**src/rtl/stopwatch_counter.sv**
```systemverilog
// stopwatch_counter
//   Divides clk down to a tenth-second tick, counts elapsed time in BCD
//   (minutes, tens of seconds, ones of seconds, tenths) and runs the
//   start/pause/clear control with a lap-hold freeze of the digit outputs.
// Ports:
//   clk            in   system clock, rising edge
//   reset          in   synchronous active-high reset
//   start_stop     in   single-cycle pulse, toggles run/pause
//   clear          in   single-cycle pulse, zeroes count and returns to idle
//   lap            in   single-cycle pulse, toggles lap-hold
//   Minutes        out  BCD 0-9
//   Tens_Seconds   out  BCD 0-5
//   Ones_Seconds   out  BCD 0-9
//   Tenths_Seconds out  BCD 0-9
//   running        out  high while counting
//   lap_held       out  high while digit outputs are frozen
//   overflow       out  sticky, set on the 9:59.9 -> 0:00.0 wrap
module stopwatch_counter #(
  parameter int unsigned TICK_DIV   = 5_000_000,
  parameter int unsigned PRESCALE_W = 23
) (
  input  logic       clk,
  input  logic       reset,
  input  logic       start_stop,
  input  logic       clear,
  input  logic       lap,
  output logic [3:0] Minutes,
  output logic [3:0] Tens_Seconds,
  output logic [3:0] Ones_Seconds,
  output logic [3:0] Tenths_Seconds,
  output logic       running,
  output logic       lap_held,
  output logic       overflow
);

  typedef enum logic [1:0] {
    ST_IDLE  = 2'd0,
    ST_RUN   = 2'd1,
    ST_PAUSE = 2'd2
  } state_e;

  localparam logic [PRESCALE_W-1:0] PRESC_MAX = PRESCALE_W'(TICK_DIV - 1);
  localparam logic [PRESCALE_W-1:0] PRESC_ONE = PRESCALE_W'(1);

  state_e                state_q, state_d;
  logic [PRESCALE_W-1:0] presc_q, presc_d;
  logic [3:0]            min_q, min_d, tens_q, tens_d, ones_q, ones_d, tenth_q, tenth_d;
  logic [3:0]            min_out_q, min_out_d, tens_out_q, tens_out_d;
  logic [3:0]            ones_out_q, ones_out_d, tenth_out_q, tenth_out_d;
  logic                  running_q, running_d;
  logic                  lap_held_q, lap_held_d;
  logic                  overflow_q, overflow_d;
  logic                  tick_s;
  logic                  wrap_s;

  // Control state and prescaler; the prescaler only moves while running so a
  // pause resumes mid-tenth.
  always_comb begin
    state_d = state_q;
    presc_d = presc_q;
    tick_s  = 1'b0;
    if (clear) begin
      state_d = ST_IDLE;
      presc_d = '0;
    end else begin
      if (state_q == ST_RUN) begin
        if (presc_q == PRESC_MAX) begin
          presc_d = '0;
          tick_s  = 1'b1;
        end else begin
          presc_d = presc_q + PRESC_ONE;
        end
      end else begin
        presc_d = presc_q;
      end
      if (start_stop) begin
        case (state_q)
          ST_IDLE:  state_d = ST_RUN;
          ST_RUN:   state_d = ST_PAUSE;
          ST_PAUSE: state_d = ST_RUN;
          default:  state_d = ST_IDLE;
        endcase
      end else begin
        state_d = state_q;
      end
    end
  end

  // BCD digit chain; every carry ripples within the same edge.
  always_comb begin
    tenth_d = tenth_q;
    ones_d  = ones_q;
    tens_d  = tens_q;
    min_d   = min_q;
    wrap_s  = 1'b0;
    if (clear) begin
      tenth_d = 4'd0;
      ones_d  = 4'd0;
      tens_d  = 4'd0;
      min_d   = 4'd0;
    end else if (tick_s) begin
      if (tenth_q >= 4'd9) begin
        tenth_d = 4'd0;
        if (ones_q >= 4'd9) begin
          ones_d = 4'd0;
          if (tens_q >= 4'd5) begin
            tens_d = 4'd0;
            if (min_q >= 4'd9) begin
              min_d  = 4'd0;
              wrap_s = 1'b1;
            end else begin
              min_d = min_q + 4'd1;
            end
          end else begin
            tens_d = tens_q + 4'd1;
          end
        end else begin
          ones_d = ones_q + 4'd1;
        end
      end else begin
        tenth_d = tenth_q + 4'd1;
      end
    end else begin
      tenth_d = tenth_q;
    end
  end

  // Lap-hold, status flags and the output digit registers. The output
  // registers load next-state digits so unheld outputs have no extra latency,
  // and a snapshot coinciding with a tick captures the post-tick value.
  always_comb begin
    lap_held_d  = lap_held_q;
    overflow_d  = overflow_q;
    running_d   = (state_d == ST_RUN);
    min_out_d   = min_d;
    tens_out_d  = tens_d;
    ones_out_d  = ones_d;
    tenth_out_d = tenth_d;
    if (clear) begin
      lap_held_d = 1'b0;
      overflow_d = 1'b0;
    end else begin
      if (lap) begin
        if (lap_held_q) begin
          lap_held_d = 1'b0;
        end else if (state_q == ST_RUN) begin
          lap_held_d = 1'b1;
        end else begin
          lap_held_d = 1'b0;
        end
      end else begin
        lap_held_d = lap_held_q;
      end
      if (wrap_s) begin
        overflow_d = 1'b1;
      end else begin
        overflow_d = overflow_q;
      end
    end
    // Frozen only while the hold was already in place before this edge.
    if (lap_held_d && lap_held_q) begin
      min_out_d   = min_out_q;
      tens_out_d  = tens_out_q;
      ones_out_d  = ones_out_q;
      tenth_out_d = tenth_out_q;
    end else begin
      min_out_d   = min_d;
      tens_out_d  = tens_d;
      ones_out_d  = ones_d;
      tenth_out_d = tenth_d;
    end
  end

  // All state registers with synchronous reset.
  always_ff @(posedge clk) begin
    if (reset) begin
      state_q     <= ST_IDLE;
      presc_q     <= '0;
      tenth_q     <= 4'd0;
      ones_q      <= 4'd0;
      tens_q      <= 4'd0;
      min_q       <= 4'd0;
      tenth_out_q <= 4'd0;
      ones_out_q  <= 4'd0;
      tens_out_q  <= 4'd0;
      min_out_q   <= 4'd0;
      running_q   <= 1'b0;
      lap_held_q  <= 1'b0;
      overflow_q  <= 1'b0;
    end else begin
      state_q     <= state_d;
      presc_q     <= presc_d;
      tenth_q     <= tenth_d;
      ones_q      <= ones_d;
      tens_q      <= tens_d;
      min_q       <= min_d;
      tenth_out_q <= tenth_out_d;
      ones_out_q  <= ones_out_d;
      tens_out_q  <= tens_out_d;
      min_out_q   <= min_out_d;
      running_q   <= running_d;
      lap_held_q  <= lap_held_d;
      overflow_q  <= overflow_d;
    end
  end

  assign Minutes        = min_out_q;
  assign Tens_Seconds   = tens_out_q;
  assign Ones_Seconds   = ones_out_q;
  assign Tenths_Seconds = tenth_out_q;
  assign running        = running_q;
  assign lap_held       = lap_held_q;
  assign overflow       = overflow_q;

endmodule

```
**config.mk**
```make
export PLATFORM = sky130hd
export DESIGN_NAME = stopwatch_counter
export DESIGN_NICKNAME = d
export VERILOG_FILES = /design/src/rtl/stopwatch_counter.sv
export SDC_FILE = /design/constraint.sdc
export NUM_CORES = 1
export LEC_CHECK = 0
export CAP_MARGIN = 20
export CORE_MARGIN = 3
export CORE_UTILIZATION = 25
export DETAILED_ROUTE_END_ITERATION = 12
export DONT_BUFFER_PORTS = 1
export PLACE_DENSITY = 0.4
export SYNTH_ARGS = -nofsm -noshare
export SYNTH_HDL_FRONTEND = slang
export SYNTH_SLANG_ARGS = --single-unit
```
**constraint.sdc**
```tcl
create_clock -name clk -period 3 [get_ports clk]
set_input_delay 0.6 -clock clk [delete_from_list [all_inputs] [get_ports clk]]
set_output_delay 0.6 -clock clk [all_outputs]
set_load 0.02 [all_outputs]
```
Word level (Yosys, flattened, before mapping)
Index checks and enable logic that the tools add are counted.
{ "totals": {"inputBits": 5, "reg_bits": 60} }
{ "op_classes": {"order_cmp": 4, "eq_ne": 4, "n_reduce_logical": 4, "add_sub_neg": 5, "mux": 35} }
{ "op_table": {"columns": ["op", "count"], "rows": [
  ["2-to-1 mux 4 bit", 18],
  ["adder 23 x 1 -> 23 bit, second input constant", 1],
  ["== test 23 bit, second input constant", 1],
  ["2-to-1 mux 23 bit", 1],
  ["adder 4 x 1 -> 4 bit, second input constant", 4],
  ["2-to-1 mux 1 bit", 13],
  ["greater-or-equal comparator 4 bit, second input constant", 3],
  ["== test 2 x 1 -> 1 bit, second input constant", 2],
  ["greater-or-equal comparator 4 x 3 -> 1 bit, second input constant", 1],
  ["2-to-1 mux 2 bit", 2],
  ["case mux 2 bit (2 select lines)", 1],
  ["OR reduction 2 bit", 2],
  ["== test 2 bit, second input constant", 1],
  ["zero test 2 bit", 1],
  ["logical AND 1 bit", 1]
]} }

Longest topological paths before layout
Gate-level depths: netlist of run 1.
{ "depth": {"word_depth": 7, "ltp_mapped": 8, "depth_no_buf": 7} }

Worst setup path after synthesis of run 1
OpenSTA, ideal clock, no wires.
{ "synth_path": {"kind": "reg-to-reg", "startpoint": "reg presc_q[0]", "endpoint": "reg min_out_q[2] (netlist: Minutes[2])", "setup_ns": 0.133, "setup_slack_ns": 1.163, "required_time_ns": 2.867, "path_buffers": 1, "stages_incl_launch_ff": 8, "arrival_time_ns": 1.704, "cell_sequence": "dfxtp_1 ha_1 and4_1 nand4_1 or2_1 clkbuf_2 o41ai_2 a31oi_1"} }
{ "synth_via": {"elab_chain_cells": 6} }
{ "synth_rtl": {"columns": ["item", "line_no", "text"], "rows": [
  ["start: declaration", "46", "logic [PRESCALE_W-1:0] presc_q, presc_d;"],
  ["start signal: assignment", "192", "presc_q <= presc_d;"],
  ["== test 23 bit", "67", "if (presc_q == PRESC_MAX) begin"],
  ["2-to-1 mux 1 bit", "67", null],
  ["2-to-1 mux 1 bit", "66", "if (state_q == ST_RUN) begin"],
  ["2-to-1 mux 1 bit", "62", "if (clear) begin"],
  ["2-to-1 mux 4 bit", "101", "end else if (tick_s) begin"],
  ["2-to-1 mux 4 bit", "96", "if (clear) begin"],
  ["end signal: assignment", "200", "min_out_q <= min_out_d;"],
  ["end: declaration", "48", "logic [3:0] min_out_q, min_out_d, tens_out_q, tens_out_d;"]
]} }
Every way passes these cells.
A chain may end at the register's enable or synchronous reset.

Worst setup path in the final report of run 1
{ "layout_path": {"startpoint": "reg presc_q[15]", "endpoint": "reg min_out_q[3] (netlist: Minutes[3])"} }
The elaborated chain is that of the path after synthesis.

==> results.json, run 1 <==
{
  "grt_max_degree": 24,
  "status": "finished clean",
  "maxSlewHeadroom": 0.608,
  "drv_slew": 0,
  "setup_viol": 0,
  "syn_to_final_growth_pct": 15.1,
  "intPower_mw": 1.45,
  "totalWireLength_um": 6700,
  "synth_enable_flop_cells": 0,
  "rsz0062_at_grt": "false",
  "hp-class": "in -> reg",
  "fp.dieH_um": 113,
  "async_flop_share": 0,
  "initial_core_util": 0.260,
  "place_area_mm2": 0.00301,
  "portBuffers": 0,
  "synth_ff_type": "dfxtp_1",
  "pwr-share-comb": 0.017,
  "finalHoldViolations": 0,
  "num_antenna_cells": 0,
  "fmax_mhz": 448,
  "clockRootBuffer": "clkbuf_16",
  "finClkSkew_ps": 3.56,
  "cts.sinks": 60,
  "synth_nets": 344,
  "cp_max_fo": 14,
  "worstMarginPinSlew_ps": 585,
  "mostFrequentLayoutCells": "60 x dfxtp_1, 47 x nor2_1, 26 x a21oi_1",
  "ir_worst_vdd_uv": 212,
  "drive_above_1_share": 0.0970,
  "switchingPower_uw": 367,
  "cts.clk_slew.worst_paths_ps": 50,
  "io_pins": 24,
  "seqPwrFrac": 0.442,
  "use_met2": 0.156,
  "coreArea_mm2": 0.0110,
  "grt_pass1_wl_um": 11300,
  "fill_cells": 1194,
  "drtAntennaViolNets": 0,
  "synth_cell_type_count": 50,
  "worst_setup_path_start_kind": "flop",
  "endpoint_kind": "flop",
  "top_usage_layer": "met1",
  "powerDensity_mw_per_mm2": 552,
  "ys_ff_latch": 60,
  "dr.pass1.iters": 4,
  "layout_min_cycle_time_ps": 2230,
  "cp.arrival_ps": 2470,
  "grtUsageMet1": 0.159,
  "die-area_mm2": 0.0128,
  "p_clk_frac": 0.541,
  "antenna_found_initial": 0,
  "die_width_um": 113,
  "postCtsHoldBufs": 0,
  "grt_overflow": 0,
  "min_from": "start_stop",
  "syn_area_mm2": 0.00286,
  "leakagePower_nw": 1.14,
  "critPathRequiredTime_ps": 3240,
  "numCtsBuffers": 9,
  "dpl.hpwl_um": 4620,
  "finalSetupTns_ps": 0,
  "cp-startpoint": "presc_q[15]$_SDFFE_PP0P_",
  "grtUsageTotal": 0.114,
  "cts.repair.resized": 0,
  "drv_cap": 0,
  "instances_no_fill": 470,
  "cts_buffer_depth": 2,
  "layout_commonest_cell": "dfxtp_1",
  "regArea_mm2": 0.00120,
  "wl_per_cell_um": 14.2,
  "gp_congestion": 0.814,
  "insertion_delay_ps": 330,
  "cts_setup_buffers": 0,
  "dp_cells": 455,
  "floorplan.rows": 38,
  "vias": 2253,
  "synth_cells": 326,
  "synth_warnings": 0,
  "drc": 0,
  "avgSynthCellArea_um2": 8.78,
  "cts_tree": "done",
  "utilization": 0.299,
  "worstSetupPathType": "reg -> reg",
  "nets": 344,
  "seq_area_frac_synth": 0.420,
  "grtUsageMet3": 0.0273,
  "period_share": 0.745,
  "htree_levels": 3,
  "hold_slack_ps": 421,
  "routed_via_density": 4.79,
  "grt_pass1_vias": 2144,
  "r2r-start": "presc_q[15]$_SDFFE_PP0P_",
  "multi_input_area_mm2": 0.00156,
  "final_cell_area_mm2": 0.00330,
  "swShare": 0.202,
  "drt_iter0_drc": 91
}
-- cell type report --
type                    count  share of cell area
inverters                   9              0.0103
flip-flops and latches     60               0.364
repair buffers              5              0.0114
multi-input cells         241               0.473
clock inverters             1             0.00152
clock buffers              14              0.0862
well taps                 140              0.0532
-- path summary, 6_finish.rpt --
| path | end | slack (ps) | cells past startpoint |
|---|---|---|---|
| max | Minutes[3]$_SDFFE_PP0N_ | 770 | 5 |
| min reg2reg | presc_q[22]$_SDFFE_PP0P_ | 490 | 2 |
| min | state_q[0]$_SDFF_PP0_ | 420 | 2 |
| max reg2reg | Minutes[3]$_SDFFE_PP0N_ | 770 | 5 |
-- synthesized netlist by cell type, types with 2 or more instances --
cell	n	area [um^2]
dfxtp_1	60	1200
nor2_1	47	176
a21oi_1	26	130
nand2_1	21	78.8
xor2_1	17	149
o21ai_0	15	75.1
ha_1	13	163
clkbuf_1	11	41.3
nand4_1	10	62.6
and3_1	9	56.3
inv_1	9	33.8
nand3_1	9	45.0
nor3_1	7	35.0
o31ai_1	6	45.0
xnor2_1	5	43.8
a31oi_1	4	25.0
nand2b_1	4	25.0
and2_1	3	18.8
and4_1	3	26.3
buf_2	3	15.0
mux2i_1	3	30.0
nor3b_1	3	22.5
nor4_1	3	18.8
and4bb_2	2	25.0
mux2_2	2	22.5
nand4b_1	2	17.5
nor3_2	2	20.0
nor4_4	2	42.5
nor4b_1	2	17.5
o41a_1	2	22.5
or3b_2	2	17.5
-- worst max-delay path, stage by stage, from the launching register on --
cell	delay [ps]
dfxtp_1	360
nor4_4	310
nand4b_2	420
nor2_1	600
a31oi_1	200
o31ai_1	260
-- flip-flops by register name, summed over array words and instances, names as in the netlist --
signal          cells
tenth_q             4
Minutes             4
ones_q              4
presc_q            23
overflow            1
running             1
min_q               4
Tens_Seconds        4
Ones_Seconds        4
lap_held            1
tens_q              4
state_q             2
Tenths_Seconds      4
-- kinds of logic (layout without fill, tap and decap cells) --
family | after synthesis | in the layout | share of synthesized area
XOR/XNOR | 22 | 22 | 0.0673
multiplexers | 5 | 5 | 0.0184
flip-flops | 60 | 60 | 0.420
buffers and inverters | 25 | 29 | 0.0358
adder cells (fa/ha/maj) | 13 | 13 | 0.0568
AND/OR/NAND/NOR | 139 | 139 | 0.271
AO/OA/AOI/OAI | 62 | 62 | 0.132
-- through the flow --
stage	power [mW]	setup slack (ps)
2_1_floorplan	0.846	1160
3_3_place_gp	0.853	813
3_5_place_dp	0.853	772
4_1_cts	1.85	763
5_1_grt	1.90	534
6_report	1.82	766
-- power groups by stage --
stage                     Combinational (mW)  Sequential (mW)  Clock, mW
after floorplan                       0.0258            0.820          0
after global placement                0.0325            0.821          0
after detailed placement              0.0321            0.821          0
final                                 0.0316            0.805      0.984
after CTS                             0.0323            0.804       1.01
after global routing                  0.0366            0.804       1.06
-- metal layers --
layer,up-vias,share of wire
met5,-,0
met4,0,0.027
met3,12,0.055
met2,45,0.40
met1,1045,0.51
li1,1151,-
Note: power is estimated with default switching activity, not from simulation.
==> run 2: changes to the inputs <==
==> constraint.sdc (replaced) <==
create_clock -name clk -period 2.1 [get_ports clk]
set_input_delay 0.42 -clock clk [delete_from_list [all_inputs] [get_ports clk]]
set_output_delay 0.42 -clock clk [all_outputs]
set_load 0.02 [all_outputs]
==> run 2 against run 1 <==
  * Sequential share of layout area decreased by 1.0 points
  * Routed wire length up 3.0%
  * Count of clock-buffer cells in the layout decreased by 3
  * Cell area rose by 3.0%
  * Die area unchanged
  * Total power is 37% higher
  * Clock skew increased by 0.77 ps
  * Sequential power is 43% higher
  * Setup slack worse by 710 ps
  * Maximum frequency up 9.4%
  * Via count up 2.0%
  * First-iteration DRC count up 9.9%
  * Largest cell class unchanged
  * Largest power group unchanged
==> results.json, run 2 (synthesis gave the netlist of run 1 again) <==
{
  "status": "finished clean",
  "leakagePower_nw": 1.21,
  "totalWireLength_um": 6900,
  "grtUsageTotal": 0.114,
  "fp.dieH_um": 113,
  "ir_worst_vdd_uv": 282,
  "cp_slowest_cell": "or3b_2",
  "largest_register": "presc_q",
  "gp_congestion": 0.816,
  "fmax_mhz": 490,
  "cts_tree": "done",
  "htree_levels": 3,
  "max_stage_delay_ps": 470,
  "num_antenna_cells": 0,
  "layout_min_cycle_time_ps": 2040,
  "worst_setup_path_start_kind": "flop",
  "cp_max_fo": 4,
  "coreArea_mm2": 0.0110,
  "drive_above_1_share": 0.142,
  "floorplan.rows": 38,
  "path_delay_family": "simple AND/OR/NAND/NOR gates",
  "worstSetupPathType": "reg -> reg",
  "nets": 359,
  "clockRootBuffer": "clkbuf_16",
  "cts.sinks": 60,
  "cts.clk_slew.worst_paths_ps": 50,
  "maxSlewHeadroom": 0.665,
  "rsz0062_at_grt": "true",
  "grt_overflow": 0,
  "final_cell_area_mm2": 0.00340,
  "drt_iter0_drc": 100,
  "period_share": 0.972,
  "worstMarginPinSlew_ps": 503,
  "io_pins": 24,
  "path_buf_inv": 2,
  "drv_slew": 0,
  "largest_register_ff_count": 23,
  "grt_max_degree": 24,
  "wl_per_cell_um": 14.3,
  "insertion_delay_ps": 330,
  "numCtsBuffers": 9,
  "cts_buffer_depth": 2,
  "antenna_found_initial": 0,
  "place_area_mm2": 0.00313,
  "cts_setup_buffers": 0,
  "endpoint_kind": "flop",
  "portBuffers": 0,
  "grt_pass1_vias": 2216,
  "drv_cap": 0,
  "setup_viol": 0,
  "die_width_um": 113,
  "dpl.hpwl_um": 4890,
  "syn_to_final_growth_pct": 18.6,
  "utilization": 0.308,
  "drc": 0,
  "routed_via_density": 4.75,
  "routed-wl-met3_um": 327,
  "finClkSkew_ps": 4.33,
  "route.met2.wl_um": 2840,
  "drtAntennaViolNets": 0,
  "grt_pass1_wl_um": 11700,
  "finalHoldViolations": 0,
  "vias": 2299,
  "p_total_mw": 2.50,
  "critPathRequiredTime_ps": 2320,
  "postCtsHoldBufs": 0,
  "layout_commonest_cell": "dfxtp_1",
  "wl_met1_um": 3620,
  "mostFrequentLayoutCells": "59 x dfxtp_1, 47 x nor2_1, 26 x a21oi_1",
  "die-area_mm2": 0.0128,
  "dr.pass1.iters": 4,
  "highest_layer": "met4",
  "cts.repair.resized": 0,
  "crit_path_cell_trace": "inv_1 -> ha_1 -> or3b_2 -> nand4_1 -> or2_1 -> buf_4 -> o21ai_0 -> a22o_1",
  "initial_core_util": 0.260,
  "powerDensity_mw_per_mm2": 736,
  "hp-class": "in -> reg",
  "cp.arrival_ps": 2260
}
run 2: changes by cell type in the layout (fill, tap and decap cells not counted), sizes merged:
cell / delta
clkinv: +2
clkbuf: -3
buf: +15
run 2: area by class of cell:
type,instances,area [um^2]
clock buffers,11,243
clock inverters,3,15.0
fillers,1187,7630
inverters,9,33.8
multi-input cells,241,1560
flip-flops and latches,60,1200
well taps,140,175
repair buffers,20,163
run 2: stage by stage:
| stage | TNS, ps | setup slack (ps) | hold slack, ps | std cells |
|---|---|---|---|---|
| 3_3_place_gp | 0 | 87.7 | 471 | 470 |
| 2_1_floorplan | 0 | 263 | 454 | 326 |
| 5_1_grt | -208 | -46.2 | 246 | 484 |
| 3_5_place_dp | 0 | 71.1 | 497 | 470 |
| 4_1_cts | 0 | 53.3 | 238 | 484 |
| 6_report | 0 | 57.8 | 249 | 484 |
run 2: worst paths after layout:
path              depth (start not counted)                        to  slack, ps                startpoint
hold reg to reg                           2  presc_q[22]$_SDFFE_PP0P_        500  presc_q[22]$_SDFFE_PP0P_
setup reg to reg                          8   Minutes[1]$_SDFFE_PP0N_         60     tenth_q[1]$_SDFF_PP0_
hold / removal                            2     state_q[0]$_SDFF_PP0_        250                start_stop
setup / recovery                          8   Minutes[1]$_SDFFE_PP0N_         60     tenth_q[1]$_SDFF_PP0_
run 2: report_power, final:
part | internal, mW | leakage (nW) | switching [mW]
sequential | 1.14 | 0.484 | 0.00437
clock | 0.809 | 0.131 | 0.489
combinational | 0.0209 | 0.592 | 0.0337
total | 1.97 | 1.21 | 0.527
run 2: metal layers:
metal	vias to the layer above	GRT usage
li1	1179	-
met2	54	0.156
met1	1055	0.168
met3	11	0.0321
met5	-	0
met4	0	0.0473
==> run 3: changes to the inputs <==
--- a/config.mk
+++ b/config.mk
@@ -9,8 +9,7 @@
 export CORE_MARGIN = 3
 export CORE_UTILIZATION = 25
 export DETAILED_ROUTE_END_ITERATION = 12
-export DONT_BUFFER_PORTS = 1
-export PLACE_DENSITY = 0.4
+export PLACE_DENSITY = 0.43
 export SYNTH_ARGS = -nofsm -noshare
 export SYNTH_HDL_FRONTEND = slang
 export SYNTH_SLANG_ARGS = --single-unit
==> run 3 against run 2 <==
  * Register-to-register slack better by 80 ps
  * Sequential power about the same
  * Count of clock-buffer cells in the layout up 2
==> results.json, run 3 (synthesis gave the netlist of run 1 again) <==
{
  "rsz0062_at_grt": "true",
  "fp.dieH_um": 113,
  "drv_slew": 0,
  "worstMarginPinSlew_ps": 391,
  "hold_depth": 2,
  "largest_register_ff_count": 23,
  "intPower_mw": 2.21,
  "mostFrequentLayoutCells": "59 x dfxtp_1, 46 x nor2_1, 24 x a21oi_1",
  "die-area_mm2": 0.0128,
  "finClkSkew_ps": 5.80,
  "fill_cells": 1171,
  "cts_buffer_depth": 2,
  "switchingPower_uw": 534,
  "postCtsHoldBufs": 0,
  "nets": 383,
  "endpoint_kind": "flop",
  "drv_cap": 0,
  "worst_setup_path_start_kind": "flop",
  "hp-class": "reg -> reg",
  "fmax_mhz": 509,
  "gp_congestion": 0.788,
  "drt_iter0_drc": 75,
  "ir_worst_vdd_uv": 389,
  "initial_core_util": 0.260,
  "period_share": 0.935,
  "drc": 0,
  "cts_tree": "done",
  "cp.arrival_ps": 2170,
  "layout_commonest_cell": "dfxtp_1",
  "critPathRequiredTime_ps": 2300,
  "maxSlewHeadroom": 0.739,
  "grt_max_degree": 24,
  "cts_setup_buffers": 0,
  "clockRootBuffer": "clkbuf_16",
  "drtAntennaViolNets": 0,
  "coreArea_mm2": 0.0110,
  "dr.pass1.iters": 4,
  "portBuffers": 23,
  "routed_via_density": 4.69,
  "multi_input_area_mm2": 0.00160,
  "htree_levels": 3,
  "numCtsBuffers": 9,
  "layout_min_cycle_time_ps": 1960,
  "reg2reg_depth": 6,
  "floorplan.rows": 38,
  "seqPwrFrac": 0.418,
  "place_area_mm2": 0.00337,
  "drive_above_1_share": 0.149,
  "die_width_um": 113,
  "worstSetupPathType": "reg -> reg",
  "totalWireLength_um": 6940,
  "antenna_found_initial": 0,
  "cts.sinks": 60,
  "insertion_delay_ps": 320,
  "finalHoldViolations": 0,
  "finalSetupTns_ps": 0,
  "setup_viol": 0,
  "powerDensity_mw_per_mm2": 737,
  "pwr-share-comb": 0.027,
  "leakagePower_nw": 1.34,
  "grt_pass1_wl_um": 11800,
  "dpl.hpwl_um": 5010,
  "syn_to_final_growth_pct": 30.1,
  "final_cell_area_mm2": 0.00372,
  "num_antenna_cells": 0,
  "grt_pass1_vias": 2408,
  "grtUsageTotal": 0.114,
  "largest_register": "presc_q",
  "grt_overflow": 0,
  "hold_slack_ps": 463,
  "regArea_mm2": 0.00120,
  "swShare": 0.195,
  "vias": 2381,
  "wl_per_cell_um": 13.7,
  "cts.clk_slew.worst_paths_ps": 50,
  "p_clk_frac": 0.555,
  "cp_max_fo": 10,
  "io_pins": 24,
  "status": "finished clean"
}
[run 3: changes by cell type in the layout (fill, tap and decap cells not counted), moves of 2 or more]
cell and change:
clkinv_2 -3, clkbuf_8 +3, a21oi_1 -2, clkdlybuf4s50_1 +23, a21oi_2 +2
[run 3: layout make-up]
class,instances,share of cell area
clock buffers,13,0.0752
clock inverters,1,0.00806
inverters,9,0.00907
multi-input cells,241,0.429
flip-flops and latches,60,0.323
well taps,140,0.0470
repair buffers,44,0.108
[run 3: what timing repair did]
| action | in CTS | in global routing |
|---|---|---|
| gates resized for setup | 1 | 10 |
| pin swaps | 0 | 0 |
| setup endpoints to repair | 1 | 13 |
[run 3: per-layer routing]
metal  vias up  share of wire  track usage
met5         -              0            0
li1       1226              -            -
met3         8          0.025       0.0358
met4         0          0.015       0.0401
met2        34           0.42        0.162
met1      1113           0.54        0.163
[run 3: stage by stage]
stage | util | instances | setup slack (ps) | power [mW]
after floorplan | - | 326 | 263 | 1.21
after detailed placement | 0.305 | 494 | -13.5 | 1.25
after global routing | 0.338 | 508 | -5.98 | 2.84
after CTS | 0.334 | 508 | 61.0 | 2.78
final | 0.338 | 508 | 136 | 2.74
after global placement | 0.305 | 494 | 56.3 | 1.25
[run 3: path summary, 6_finish.rpt]
check	start	endpoint	slack [ps]
setup / recovery	presc_q[7]$_SDFFE_PP0P_	Tens_Seconds[0]$_SDFFE_PP0N_	140
hold / removal	overflow$_SDFFE_PP0P_	overflow$_SDFFE_PP0P_	460
setup reg to reg	presc_q[7]$_SDFFE_PP0P_	Tens_Seconds[0]$_SDFFE_PP0N_	140
hold reg to reg	overflow$_SDFFE_PP0P_	overflow$_SDFFE_PP0P_	460
[run 3: power by group through the flow]
stage               Clock (mW)  Combinational, mW  Sequential [mW]
floorplan                    0             0.0369             1.17
global placement             0             0.0769             1.17
detailed placement           0             0.0753             1.17
CTS                       1.56             0.0759             1.15
global route              1.61             0.0843             1.15
finish                    1.52             0.0750             1.15
[run 3: worst max-delay path, stage by stage (launching register included)]
cell and delay (ps):
dfxtp_1 360, nor4_4 390, nand4b_4 180, buf_4 220, nor4_4 330, mux2i_1 260
a21oi_1 100
